[src/rtl/bip_pkg.sv]
// Shared encodings for the accumulator-processor control unit: opcodes,
// FSM states, datapath select codes and the decoded control word.
package bip_pkg;

  localparam int unsigned OPCODE_WIDTH  = 5;
  localparam int unsigned OPERAND_WIDTH = 11;
  localparam int unsigned DATA_WIDTH    = 16;

  localparam logic [OPCODE_WIDTH-1:0] OP_HLT  = 5'b00000;
  localparam logic [OPCODE_WIDTH-1:0] OP_STO  = 5'b00001;
  localparam logic [OPCODE_WIDTH-1:0] OP_LD   = 5'b00010;
  localparam logic [OPCODE_WIDTH-1:0] OP_LDI  = 5'b00011;
  localparam logic [OPCODE_WIDTH-1:0] OP_ADD  = 5'b00100;
  localparam logic [OPCODE_WIDTH-1:0] OP_ADDI = 5'b00101;
  localparam logic [OPCODE_WIDTH-1:0] OP_SUB  = 5'b00110;
  localparam logic [OPCODE_WIDTH-1:0] OP_SUBI = 5'b00111;

  typedef enum logic [2:0] {
    ST_IDLE,
    ST_FETCH,
    ST_EXEC,
    ST_MEM,
    ST_HALT
  } state_e;

  localparam logic [1:0] SEL_A_RAM = 2'd0;
  localparam logic [1:0] SEL_A_IMM = 2'd1;
  localparam logic [1:0] SEL_A_ALU = 2'd2;
  localparam logic       SEL_B_RAM = 1'b0;
  localparam logic       SEL_B_IMM = 1'b1;
  localparam logic       ALU_ADD   = 1'b0;
  localparam logic       ALU_SUB   = 1'b1;

  typedef struct packed {
    logic       mem_op;
    logic       imm_op;
    logic       acc_we;
    logic [1:0] sel_a;
    logic       sel_b;
    logic       alu_op;
    logic       ram_wr;
    logic       illegal;
  } ctrl_t;

endpackage

[src/rtl/bip_decoder.sv]
// Combinational opcode decoder producing the state-independent control word.
module bip_decoder
  import bip_pkg::*;
(
  input  logic [OPCODE_WIDTH-1:0] opcode,
  output ctrl_t                   ctrl
);

  always_comb begin
    ctrl = '0;
    case (opcode)
      OP_HLT: ctrl.illegal = 1'b0;
      OP_STO: ctrl.ram_wr = 1'b1;
      OP_LDI: begin
        ctrl.imm_op = 1'b1;
        ctrl.acc_we = 1'b1;
        ctrl.sel_a  = SEL_A_IMM;
      end
      OP_ADDI, OP_SUBI: begin
        ctrl.imm_op = 1'b1;
        ctrl.acc_we = 1'b1;
        ctrl.sel_a  = SEL_A_ALU;
        ctrl.sel_b  = SEL_B_IMM;
        ctrl.alu_op = (opcode == OP_SUBI) ? ALU_SUB : ALU_ADD;
      end
      OP_LD: begin
        ctrl.mem_op = 1'b1;
        ctrl.acc_we = 1'b1;
        ctrl.sel_a  = SEL_A_RAM;
      end
      OP_ADD, OP_SUB: begin
        ctrl.mem_op = 1'b1;
        ctrl.acc_we = 1'b1;
        ctrl.sel_a  = SEL_A_ALU;
        ctrl.sel_b  = SEL_B_RAM;
        ctrl.alu_op = (opcode == OP_SUB) ? ALU_SUB : ALU_ADD;
      end
      default: ctrl.illegal = 1'b1;
    endcase
  end

endmodule

[src/rtl/bip_acc_ctrl.sv]
// Accumulator-processor control FSM (IDLE/FETCH/EXEC/MEM/HALT).
// Define BIP_ILLEGAL_TRAP_EN to halt and raise trap on undefined opcodes.
module bip_acc_ctrl
  import bip_pkg::*;
#(
  parameter int unsigned OPCODE_W  = OPCODE_WIDTH,
  parameter int unsigned OPERAND_W = OPERAND_WIDTH,
  parameter int unsigned DATA_W    = DATA_WIDTH,
  parameter int unsigned CNT_W     = 16
) (
  input  logic                 clk,
  input  logic                 rst_n,
  input  logic                 start,
  input  logic [DATA_W-1:0]    instr,
  output logic                 pc_en,
  output logic                 acc_en,
  output logic [1:0]           sel_a,
  output logic                 sel_b,
  output logic                 alu_op,
  output logic                 ram_rd,
  output logic                 ram_wr,
  output logic [OPERAND_W-1:0] operand,
  output logic                 busy,
  output logic                 halted,
  output logic                 trap,
  output logic [CNT_W-1:0]     cycle_cnt
);

`ifdef BIP_ILLEGAL_TRAP_EN
  localparam bit TRAP_EN = 1'b1;
`else
  localparam bit TRAP_EN = 1'b0;
`endif

  state_e              state_q, state_d;
  logic [DATA_W-1:0]   ir_q, ir_d;
  logic [CNT_W-1:0]    cnt_q, cnt_d;
  logic                trap_q, trap_d;
  ctrl_t               dec;
  logic                is_hlt;
  logic                trap_stop;

  bip_decoder u_dec (
    .opcode (ir_q[DATA_W-1 -: OPCODE_W]),
    .ctrl   (dec)
  );

  assign is_hlt    = (ir_q[DATA_W-1 -: OPCODE_W] == OP_HLT);
  assign trap_stop = TRAP_EN & dec.illegal;
  assign operand   = ir_q[OPERAND_W-1:0];
  assign cycle_cnt = cnt_q;
  assign trap      = trap_q;

  always_comb begin
    state_d = state_q;
    ir_d    = ir_q;
    cnt_d   = cnt_q;
    trap_d  = trap_q;
    pc_en   = 1'b0;
    acc_en  = 1'b0;
    sel_a   = SEL_A_RAM;
    sel_b   = SEL_B_RAM;
    alu_op  = ALU_ADD;
    ram_rd  = 1'b0;
    ram_wr  = 1'b0;
    busy    = state_q inside {ST_FETCH, ST_EXEC, ST_MEM};
    halted  = (state_q == ST_HALT);

    if (busy && cnt_q != '1) cnt_d = cnt_q + 1'b1;

    case (state_q)
      ST_IDLE: begin
        if (start) begin
          state_d = ST_FETCH;
          cnt_d   = '0;
        end
      end
      ST_FETCH: begin
        ir_d    = instr;
        state_d = ST_EXEC;
      end
      ST_EXEC: begin
        if (is_hlt || trap_stop) begin
          state_d = ST_HALT;
          trap_d  = trap_q | trap_stop;
        end else if (dec.mem_op) begin
          ram_rd  = 1'b1;
          state_d = ST_MEM;
        end else begin
          // Immediate ops, STO and NOP-like opcodes retire here.
          pc_en   = 1'b1;
          ram_wr  = dec.ram_wr;
          acc_en  = dec.acc_we & dec.imm_op;
          sel_a   = dec.sel_a;
          sel_b   = dec.sel_b;
          alu_op  = dec.alu_op;
          state_d = ST_FETCH;
        end
      end
      ST_MEM: begin
        acc_en  = dec.acc_we;
        pc_en   = 1'b1;
        sel_a   = dec.sel_a;
        sel_b   = dec.sel_b;
        alu_op  = dec.alu_op;
        state_d = ST_FETCH;
      end
      ST_HALT: state_d = ST_HALT;
      default: state_d = ST_IDLE;
    endcase

    // Reset drops any pending write and leaves the PC untouched.
    if (!rst_n) begin
      pc_en  = 1'b0;
      acc_en = 1'b0;
      ram_rd = 1'b0;
      ram_wr = 1'b0;
      sel_a  = SEL_A_RAM;
      sel_b  = SEL_B_RAM;
      alu_op = ALU_ADD;
    end
  end

  always_ff @(posedge clk) begin
    if (!rst_n) begin
      state_q <= ST_IDLE;
      ir_q    <= '0;
      cnt_q   <= '0;
      trap_q  <= 1'b0;
    end else begin
      state_q <= state_d;
      ir_q    <= ir_d;
      cnt_q   <= cnt_d;
      trap_q  <= trap_d;
    end
  end

endmodule

[config.mk]
export PLATFORM = sky130hd
export DESIGN_NAME = bip_acc_ctrl
export DESIGN_NICKNAME = d
export VERILOG_FILES = /design/src/rtl/bip_pkg.sv /design/src/rtl/bip_decoder.sv /design/src/rtl/bip_acc_ctrl.sv
export SDC_FILE = /design/constraint.sdc
export NUM_CORES = 1
export LEC_CHECK = 0
export BUFFER_PORTS_ARGS = -buffer_cell sky130_fd_sc_hd__clkbuf_2
export CAP_MARGIN = 10
export CORE_UTILIZATION = 40
export DETAILED_ROUTE_END_ITERATION = 10
export GPL_ROUTABILITY_DRIVEN = 0
export MAX_ROUTING_LAYER = met4
export PLACE_DENSITY = 0.76
export SLEW_MARGIN = 5
export SYNTH_ARGS = -nofsm -noshare
export SYNTH_HDL_FRONTEND = slang
export SYNTH_HIERARCHICAL = 1
export SYNTH_SLANG_ARGS = --single-unit
[constraint.sdc]
create_clock -name clk -period 2.1 [get_ports clk]
set_input_delay 0.105 -clock clk [delete_from_list [all_inputs] [get_ports clk]]
set_output_delay 0.105 -clock clk [all_outputs]
set_load 0.02 [all_outputs]
After elaboration in Yosys (flattened, before gate mapping)
Index checks and enable logic that the tools add are counted.
Storage, ports and cells
  register bits: 35
  bits in latches: 0
  memory bits (writable): 0
  ROM bits: 0
  bits of input ports: 19
  output and inout port bits: 38
  logic and storage cells: 69
  memories: 0
Cells by class
  $add $sub $neg: 1
  multipliers: 0
  div/mod/pow operators: 0
  $lt $le $gt $ge: 0
  eq/ne operators: 13
  shift operators: 0
  mux-type cells: 42
  bitwise operators: 1
  reduce and logical (&&, ||, !) cells: 9
Operator list (count)
  $mux W16: 3
  $mux W1: 25
  $eq A5 B3 Y1 const B: 4
  $add A16 B1 Y16 const B: 1
  $ne A16 B16 Y1 const B: 1
  $pmux W3 S5: 1
  $eq A5 B2 Y1 const B: 2
  $pmux W3 S3: 1
  $mux W2: 4
  $pmux W1 S2: 4
  $pmux W2 S2: 2
  $eq A3 B2 Y1 const B: 2
  $mux W3: 2
  $reduce_or A3 Y1: 2
  $eq A5 B1 Y1 const B: 1
  $logic_not A5 Y1: 1
  $reduce_or A2 Y1: 2
  $reduce_or A4 Y1: 1
  $eq A3 B1 Y1 const B: 1
  $eq A3 B3 Y1 const B: 1
  $logic_not A3 Y1: 1
  $reduce_bool A3 Y1: 1
  $ne A2 B2 Y1 const B: 1
  $and A1 B1 Y1: 1
  $logic_and A1 B1 Y1: 1

Longest topological paths before layout
Gate-level depths: netlist (run 1).
  depth after elaboration: 8
  gate-level depth with buffers: 7

Hierarchy
The synthesis (run 1) kept the hierarchy.
By module, submodules not included
  bip_acc_ctrl: times used 1, cells an instance 218, area an instance 1725.4 um^2, seq. area each 700.7 um^2
  bip_decoder: times used 1, cells an instance 12, area an instance 73.8 um^2, seq. area each 0.0 um^2

Worst setup path after synthesis (run 1)
OpenSTA, ideal clock, no wires.
  path kind: register to register
  start: register cnt_q[0] (netlist: cycle_cnt[0])
  end: register cnt_q[14] (netlist: cycle_cnt[14])
  setup time: 0.070 ns
  arrival: 1.905 ns
  path slack: 0.125 ns
  cell stages (with the launch flop): 7
  period minus slack after synthesis: 1.975 ns
  cells stage by stage: dfxtp_1 -> ha_1 -> nand3_1 -> or3_1 -> buf_2 -> or4_1 -> a21oi_1
On the way
  cells in the longest elaborated chain, start to end: 5
RTL lines
  from (decl): line bip_acc_ctrl.sv:37  | logic [CNT_W-1:0] cnt_q, cnt_d;
  from (signal assigned): line bip_acc_ctrl.sv:133  | cnt_q <= cnt_d;
  branches (longest 2 deep; another with $add A16 B1 Y16)
  $mux W16 *: line bip_acc_ctrl.sv:69  | if (busy && cnt_q != '1) cnt_d = cnt_q + 1'b1;
  $mux W16: line bip_acc_ctrl.sv:73  | if (start) begin
  $mux W16 *: line bip_acc_ctrl.sv:71  | case (state_q)
Mark *: on every way between the ends.
A chain may end at the register's enable or synchronous reset.

==> results of run 1 <==
[flip-flops by register name, summed over array words and instances, names as in the netlist]
signal / cells
state_q: 3
ir_q: 16
cycle_cnt: 16
[through the flow]
stage / cell area [um^2] / utilization (%)
finish: 2160 / 52.2
global route: 2160 / 52.2
CTS: 2130 / 51.3
detailed placement: 2040 / 49.3
global placement: 2040 / 49.3
floorplan: 1800 / -
[path summary, 6_finish.rpt]
| check | startpoint | to | slack [ns] | cells past startpoint |
|---|---|---|---|---|
| min reg2reg | ir_q[6] | ir_q[6] | 0.45 | 2 |
| min | instr[11] | ir_q[11] | 0.03 | 3 |
| max | ir_q[15] | acc_en | 0.06 | 5 |
| max reg2reg | cycle_cnt[0] | cycle_cnt[14] | 0.19 | 5 |
[power by group through the flow]
| stage | clock network, mW | registers (mW) | logic [mW] |
|---|---|---|---|
| finish | 0.467 | 0.717 | 0.213 |
| global route | 0.510 | 0.722 | 0.240 |
| CTS | 0.485 | 0.715 | 0.209 |
| detailed placement | 0 | 0.730 | 0.207 |
| global placement | 0 | 0.728 | 0.204 |
| floorplan | 0 | 0.723 | 0.161 |
[metal layers]
metal  global-route usage [%]  wire length (um)  vias up
met5                        -                 0        -
met4                     7.65                68        0
met3                     4.93               160        6
met2                     26.6              1860       36
met1                     24.1              1910      771
li1                         -                 -      896
[critical path, cell delays in order, from the launching register on]
cell     delay (ns)
dfxtp_4        0.38
or3b_4         0.42
nor2_2         0.08
or3b_2         0.47
a21oi_2        0.15
buf_4          0.15
[area by class of cell]
class	count	area, um^2
fillers	423	1980
multi-input cells	166	967
flip-flops and latches	35	706
repair buffers	61	323
clock buffers	7	76.3
well taps	50	62.6
inverters	6	22.5
clock inverters	1	5.00
==> impl_metrics.ini, run 1 <==
[finish]
final_cell_mix = 54 x clkbuf_2, 38 x nand2_1, 33 x dfxtp_1, 32 x a21oi_1, 8 x nand3_1
layout.nets = 295
final_common_cell = clkbuf_2
area_growth_pct = 20.4
drive_gt1_share_pct = 29.7
final_cells = 326
diodes = 0

[power_and_ir_drop]
p_int_mw = 1.01
power.switching_mw = 0.392
p_sw_share_pct = 28.1
p_per_area_nw_per_um2 = 646
peakVddDrop_v = 0.000345
leakage_nw = 0.861
power_frac_seq_pct = 51.3
pwr-share-clk_pct = 33.4
totalPowerFinal_mw = 1.40
p_comb_share_pct = 15.3

[drt]
drt-initial-drc-count = 54
wire_per_inst_um = 12.3
drt_wl_total_um = 4000
postRouteAntennaNets = 0
vias = 1709
dr.pass1.iters = 4
drc = 0
vias_per_cell = 5.24

[worst_setup_path]
endpoint_kind = output pin
crit_path_start_kind = flip-flop
crit_arrival_ns = 1.93
crit_fanout = 10
timing_worst_setup_path_type = flip-flop to output pin
cp_data_required_time_ns = 2.00

[global_routing]
grt_pass1_wl_um = 6420
grt_usage_pct = 18.5
antenna_found_initial = 0
grt_overflow = 0
grt_pass1_vias = 1480
grt_start_max_net_pins = 19

[floorplanning]
die-area_um2 = 4760
core_area_um2 = 4140
io_pins = 57
num_rows = 23
fp.dieW_um = 69.0
start_util_pct = 43.3
chipHeight_um = 69.0

[yosys]
synth_area_um2 = 1800
syn-num-nets = 249
syn_avg_cell_area_um2 = 7.84
yosys_warnings = 6
synth_cells = 229

[sta]
final_max_slew_viol_count = 0
setup_slack_ns = 0.0632
period_share_pct = 97.0
clock_skew_ns = 0.00753
rsz0062_at_grt = no
finalCriticalPeriod_ns = 2.04
hold_viol_final = 0
whs_ns = 0.0304
finalSetupTns_ns = 0
max_freq_mhz = 491
final-setup-viol-count = 0

[cts]
cts-root-buf = clkbuf_8
cts_tree = built
cts_setup_buffers = 0
postCtsResizedCells = 1
htreeDepth = 2
clk_latency_ns = 0.29
cts_buffers = 5
clkSinkCount = 35
hold_buffers = 0
clk_pin_slew_ns = 0.07
clockBufferDepth = 2

[placement]
hpwl_um = 2830
dp.cells = 318
place_ws_ns = 0.179
portBuffers = 55

[flow_run]
cap_violations = 0

[worst_hold_path]
hold_path.class = input port to flip-flop

[outcome]
status = finished clean
No activity file was read; power rests on OpenSTA's default activity.
==> run 2, diff against run 1 <==
--- a/config.mk
+++ b/config.mk
@@ -12,6 +12,7 @@
 export GPL_ROUTABILITY_DRIVEN = 0
 export MAX_ROUTING_LAYER = met4
 export PLACE_DENSITY = 0.76
+export RECOVER_POWER = 25
 export SLEW_MARGIN = 5
 export SYNTH_ARGS = -nofsm -noshare
 export SYNTH_HDL_FRONTEND = slang
==> impl_metrics.ini, run 2 (same netlist as run 1, synthesis figures left out) <==
[global_routing]
antenna_found_initial = 0
grt_usage_pct = 18.5
grt_overflow = 0
grt_pass1_wl_um = 6420
grt_start_max_net_pins = 19
grt_pass1_vias = 1480

[sta]
period_share_pct = 97.0
max_freq_mhz = 491
finalCriticalPeriod_ns = 2.04
clock_skew_ns = 0.00754
final-setup-viol-count = 0
rsz0062_at_grt = no
finalSetupTns_ns = 0
relSlewSlack_pct = 66.7
hold_viol_final = 0
worstMarginPinSlew_ns = 0.496
whs_ns = 0.0304
final_max_slew_viol_count = 0

[cts]
htreeDepth = 2
clk_pin_slew_ns = 0.07
cts_setup_buffers = 0
hold_buffers = 0
clkSinkCount = 35
cts_buffers = 5
clk_latency_ns = 0.29
clockBufferDepth = 2
cts_tree = built
cts-root-buf = clkbuf_8

[finish]
layout.nets = 295
area_growth_pct = 19.2
diodes = 0
drive_gt1_share_pct = 23.6
final_cell_mix = 38 x nand2_1, 37 x clkbuf_2, 33 x dfxtp_1, 32 x a21oi_1, 19 x clkbuf_1
final_common_cell = nand2_1

[floorplanning]
start_util_pct = 43.3
chipHeight_um = 69.0
core_area_um2 = 4140
fp.dieW_um = 69.0
io_pins = 57
num_rows = 23
die-area_um2 = 4760

[drt]
drt-initial-drc-count = 59
drt_wl_total_um = 4020
vias_per_cell = 5.24
wl_met3_um = 180
wire_per_inst_um = 12.3
postRouteAntennaNets = 0
vias = 1709
highest_layer = met4
drc = 0
wl_met1_um = 1910
dr.pass1.iters = 4
wl_met2_um = 1860

[power_and_ir_drop]
peakVddDrop_v = 0.000345
p_per_area_nw_per_um2 = 651
leakage_nw = 0.802

[worst_setup_path]
reg2reg_from = cycle_cnt[0]
crit_fanout = 10
reg2reg_setup_slack_ns = 0.19
timing_worst_setup_path_type = flip-flop to output pin
cp_data_required_time_ns = 2.00
crit_arrival_ns = 1.93
rr_endpoint = cycle_cnt[14]
r2r_cells = 5
crit_path_start_kind = flip-flop
endpoint_kind = output pin

[worst_hold_path]
min-delay-start = instr[11]
hold_end = ir_q[11]
hold_path.class = input port to flip-flop
min_path_cells = 3

[placement]
hpwl_um = 2830
portBuffers = 55

[outcome]
status = finished clean

[flow_run]
cap_violations = 0
==> run 2: worst max path at each step <==
stage / from / end / slack, ns / depth (start not counted)
finish: ir_q[15] / acc_en / 0.06 / 5
floorplan: cycle_cnt[0] / cycle_cnt[14] / 0.12 / 6
global route: ir_q[12] / sel_a[0] / 0.002 / 5
detailed placement: cycle_cnt[0] / cycle_cnt[14] / 0.18 / 5
CTS: ir_q[13] / alu_op / 0.02 / 6
global placement: cycle_cnt[0] / cycle_cnt[14] / 0.23 / 5
==> run 2: layer usage <==
layer	global-route usage (%)	vias to the layer above
li1	-	896
met2	26.6	36
met4	7.65	0
met5	-	-
met1	24.1	771
met3	4.93	6
==> run 2: cell type report <==
type | instances | area (um^2)
repair buffers | 61 | 302
clock buffers | 7 | 76.3
flip-flops and latches | 35 | 706
clock inverters | 1 | 5.00
fillers | 421 | 2000
inverters | 6 | 22.5
well taps | 50 | 62.6
multi-input cells | 166 | 967
==> run 2: critical path, cell delays in order (launching register included) <==
cell and delay [ns]:
dfxtp_4 0.38, or3b_4 0.42, nor2_2 0.08, or3b_2 0.47, a21oi_2 0.15, buf_4 0.15
==> run 2: per-stage QoR <==
step / total power [mW] / setup WS, ns / utilization [%] / instance area [um^2] / std cells
6_report: 1.39 / 0.0632 / 51.7 / 2140 / 326
5_1_grt: 1.47 / 0.00195 / 51.7 / 2140 / 326
4_1_cts: 1.41 / 0.0157 / 51.3 / 2130 / 326
3_5_place_dp: 0.937 / 0.179 / 49.3 / 2040 / 318
3_3_place_gp: 0.933 / 0.234 / 49.3 / 2040 / 318
2_1_floorplan: 0.885 / 0.125 / - / 1800 / 229
==> run 2: where the power goes <==
part | switching (mW) | internal [mW]
sequential | 0.0272 | 0.690
combinational | 0.131 | 0.0794
clock | 0.233 | 0.233
==> run 2: timing repair <==
action,in CTS,in global routing
endpoints found under the setup margin,1,7
resized for setup,1,11
cloned,0,0
==> run 3, diff against run 2 <==
--- a/config.mk
+++ b/config.mk
@@ -7,6 +7,7 @@
 export LEC_CHECK = 0
 export BUFFER_PORTS_ARGS = -buffer_cell sky130_fd_sc_hd__clkbuf_2
 export CAP_MARGIN = 10
+export CORE_ASPECT_RATIO = 1.25
 export CORE_UTILIZATION = 40
 export DETAILED_ROUTE_END_ITERATION = 10
 export GPL_ROUTABILITY_DRIVEN = 0
==> impl_metrics.ini, run 3 (same netlist as run 1, synthesis figures left out) <==
[worst_setup_path]
r2r_cells = 5
endpoint_kind = output pin
crit_path_start_kind = flip-flop
timing_worst_setup_path_type = flip-flop to output pin
crit_fanout = 10
crit_arrival_ns = 1.89
cp_data_required_time_ns = 2.00

[cts]
cts_tree = built
htreeDepth = 2
clk_pin_slew_ns = 0.07
clockBufferDepth = 2
cts-root-buf = clkbuf_8
clkSinkCount = 35
clk_latency_ns = 0.28
cts_buffers = 5
hold_buffers = 0

[finish]
final_cell_mix = 38 x nand2_1, 37 x clkbuf_2, 32 x a21oi_1, 32 x dfxtp_1, 17 x clkbuf_1
diodes = 0
drive_gt1_share_pct = 24.5
fillers = 431
final_common_cell = nand2_1
layout.nets = 297
final_cells = 334
area_growth_pct = 20.5
regArea_um2 = 707
multi_input_area_um2 = 960

[power_and_ir_drop]
p_per_area_nw_per_um2 = 644
peakVddDrop_v = 0.000433
leakage_nw = 0.817

[worst_hold_path]
min_path_cells = 3
hold_path.class = input port to flip-flop

[floorplanning]
fp.dieW_um = 61.9
die-area_um2 = 4760
io_pins = 57
chipHeight_um = 76.9
num_rows = 26
start_util_pct = 42.8
core_area_um2 = 4200

[drt]
vias_per_cell = 5.31
drt-initial-drc-count = 90
vias = 1773
drt_wl_total_um = 4010
wire_per_inst_um = 12.0
postRouteAntennaNets = 0
dr.pass1.iters = 4
drc = 0

[global_routing]
grt_start_max_net_pins = 18
grt_overflow = 0
antenna_found_initial = 0
grt_usage_pct = 18.1
grt_pass1_vias = 1617
grt_pass1_wl_um = 6540

[sta]
final-setup-viol-count = 0
finalCriticalPeriod_ns = 2.00
final_max_slew_viol_count = 0
setup_slack_ns = 0.102
max_freq_mhz = 500
clock_skew_ns = 0.00456
hold_viol_final = 0
finalSetupTns_ns = 0
period_share_pct = 95.2
rsz0062_at_grt = no

[placement]
place_ws_ns = 0.159
dp.cells = 326
portBuffers = 55
hpwl_um = 2980

[outcome]
status = finished clean

[flow_run]
cap_violations = 0
[run 3: changes by cell type in the layout (fill, tap and decap cells not counted)]
cell      before  now
dfxtp_1       33   32
nor2_1         7    8
clkbuf_1      19   17
buf_4          7    8
or3_1          6    7
clkinv_2       1    3
buf_6          0    1
dfxtp_2        1    2
nor2_2         1    0
or3_4          1    0
[run 3: path summary, 6_finish.rpt]
| kind | start | end | slack, ns |
|---|---|---|---|
| max reg2reg | cycle_cnt[0] | cycle_cnt[14] | 0.14 |
| min | instr[15] | ir_q[15] | 0.02 |
| min reg2reg | ir_q[4] | ir_q[4] | 0.45 |
| max | ir_q[15] | acc_en | 0.10 |
[run 3: timing repair]
action,CTS,global route
setup buffers,0,0
gates resized for setup,1,11
endpoints found under the setup margin,1,5
pin swaps,0,1
[run 3: area by class of cell]
cell class / instances / area share, %
well taps: 56 / 3.24
repair buffers: 63 / 14.8
flip-flops and latches: 35 / 32.7
multi-input cells: 166 / 44.4
clock inverters: 3 / 0.694
inverters: 6 / 1.04
clock buffers: 5 / 3.18
[run 3: critical path: stages, from the launching register on]
cell,delay (ns)
dfxtp_4,0.38
or3b_4,0.41
nor2_1,0.09
or3b_2,0.45
a21oi_2,0.15
buf_6,0.13
[run 3: report_power, final]
group / internal (mW) / total (mW) / switching (mW)
sequential: 0.690 / 0.716 / 0.0261
clock: 0.227 / 0.462 / 0.236
combinational: 0.0816 / 0.214 / 0.133
[run 3: metal layers]
layer | global-route usage [%] | up-vias | routed length [um]
li1 | - | 896 | -
met1 | 20.7 | 821 | 1720
met2 | 30.2 | 51 | 2030
met3 | 4.72 | 5 | 217
met4 | 5.11 | 0 | 36
met5 | - | - | 0
[run 3: per-stage QoR]
stage | power (mW) | util [%] | hold slack [ns] | cell area (um^2)
floorplan | 0.885 | - | 0.241 | 1800
global placement | 0.936 | 49.3 | 0.327 | 2070
detailed placement | 0.941 | 49.3 | 0.334 | 2070
CTS | 1.40 | 51.3 | 0.0208 | 2150
global route | 1.47 | 51.6 | 0.0225 | 2160
finish | 1.39 | 51.6 | 0.0243 | 2160
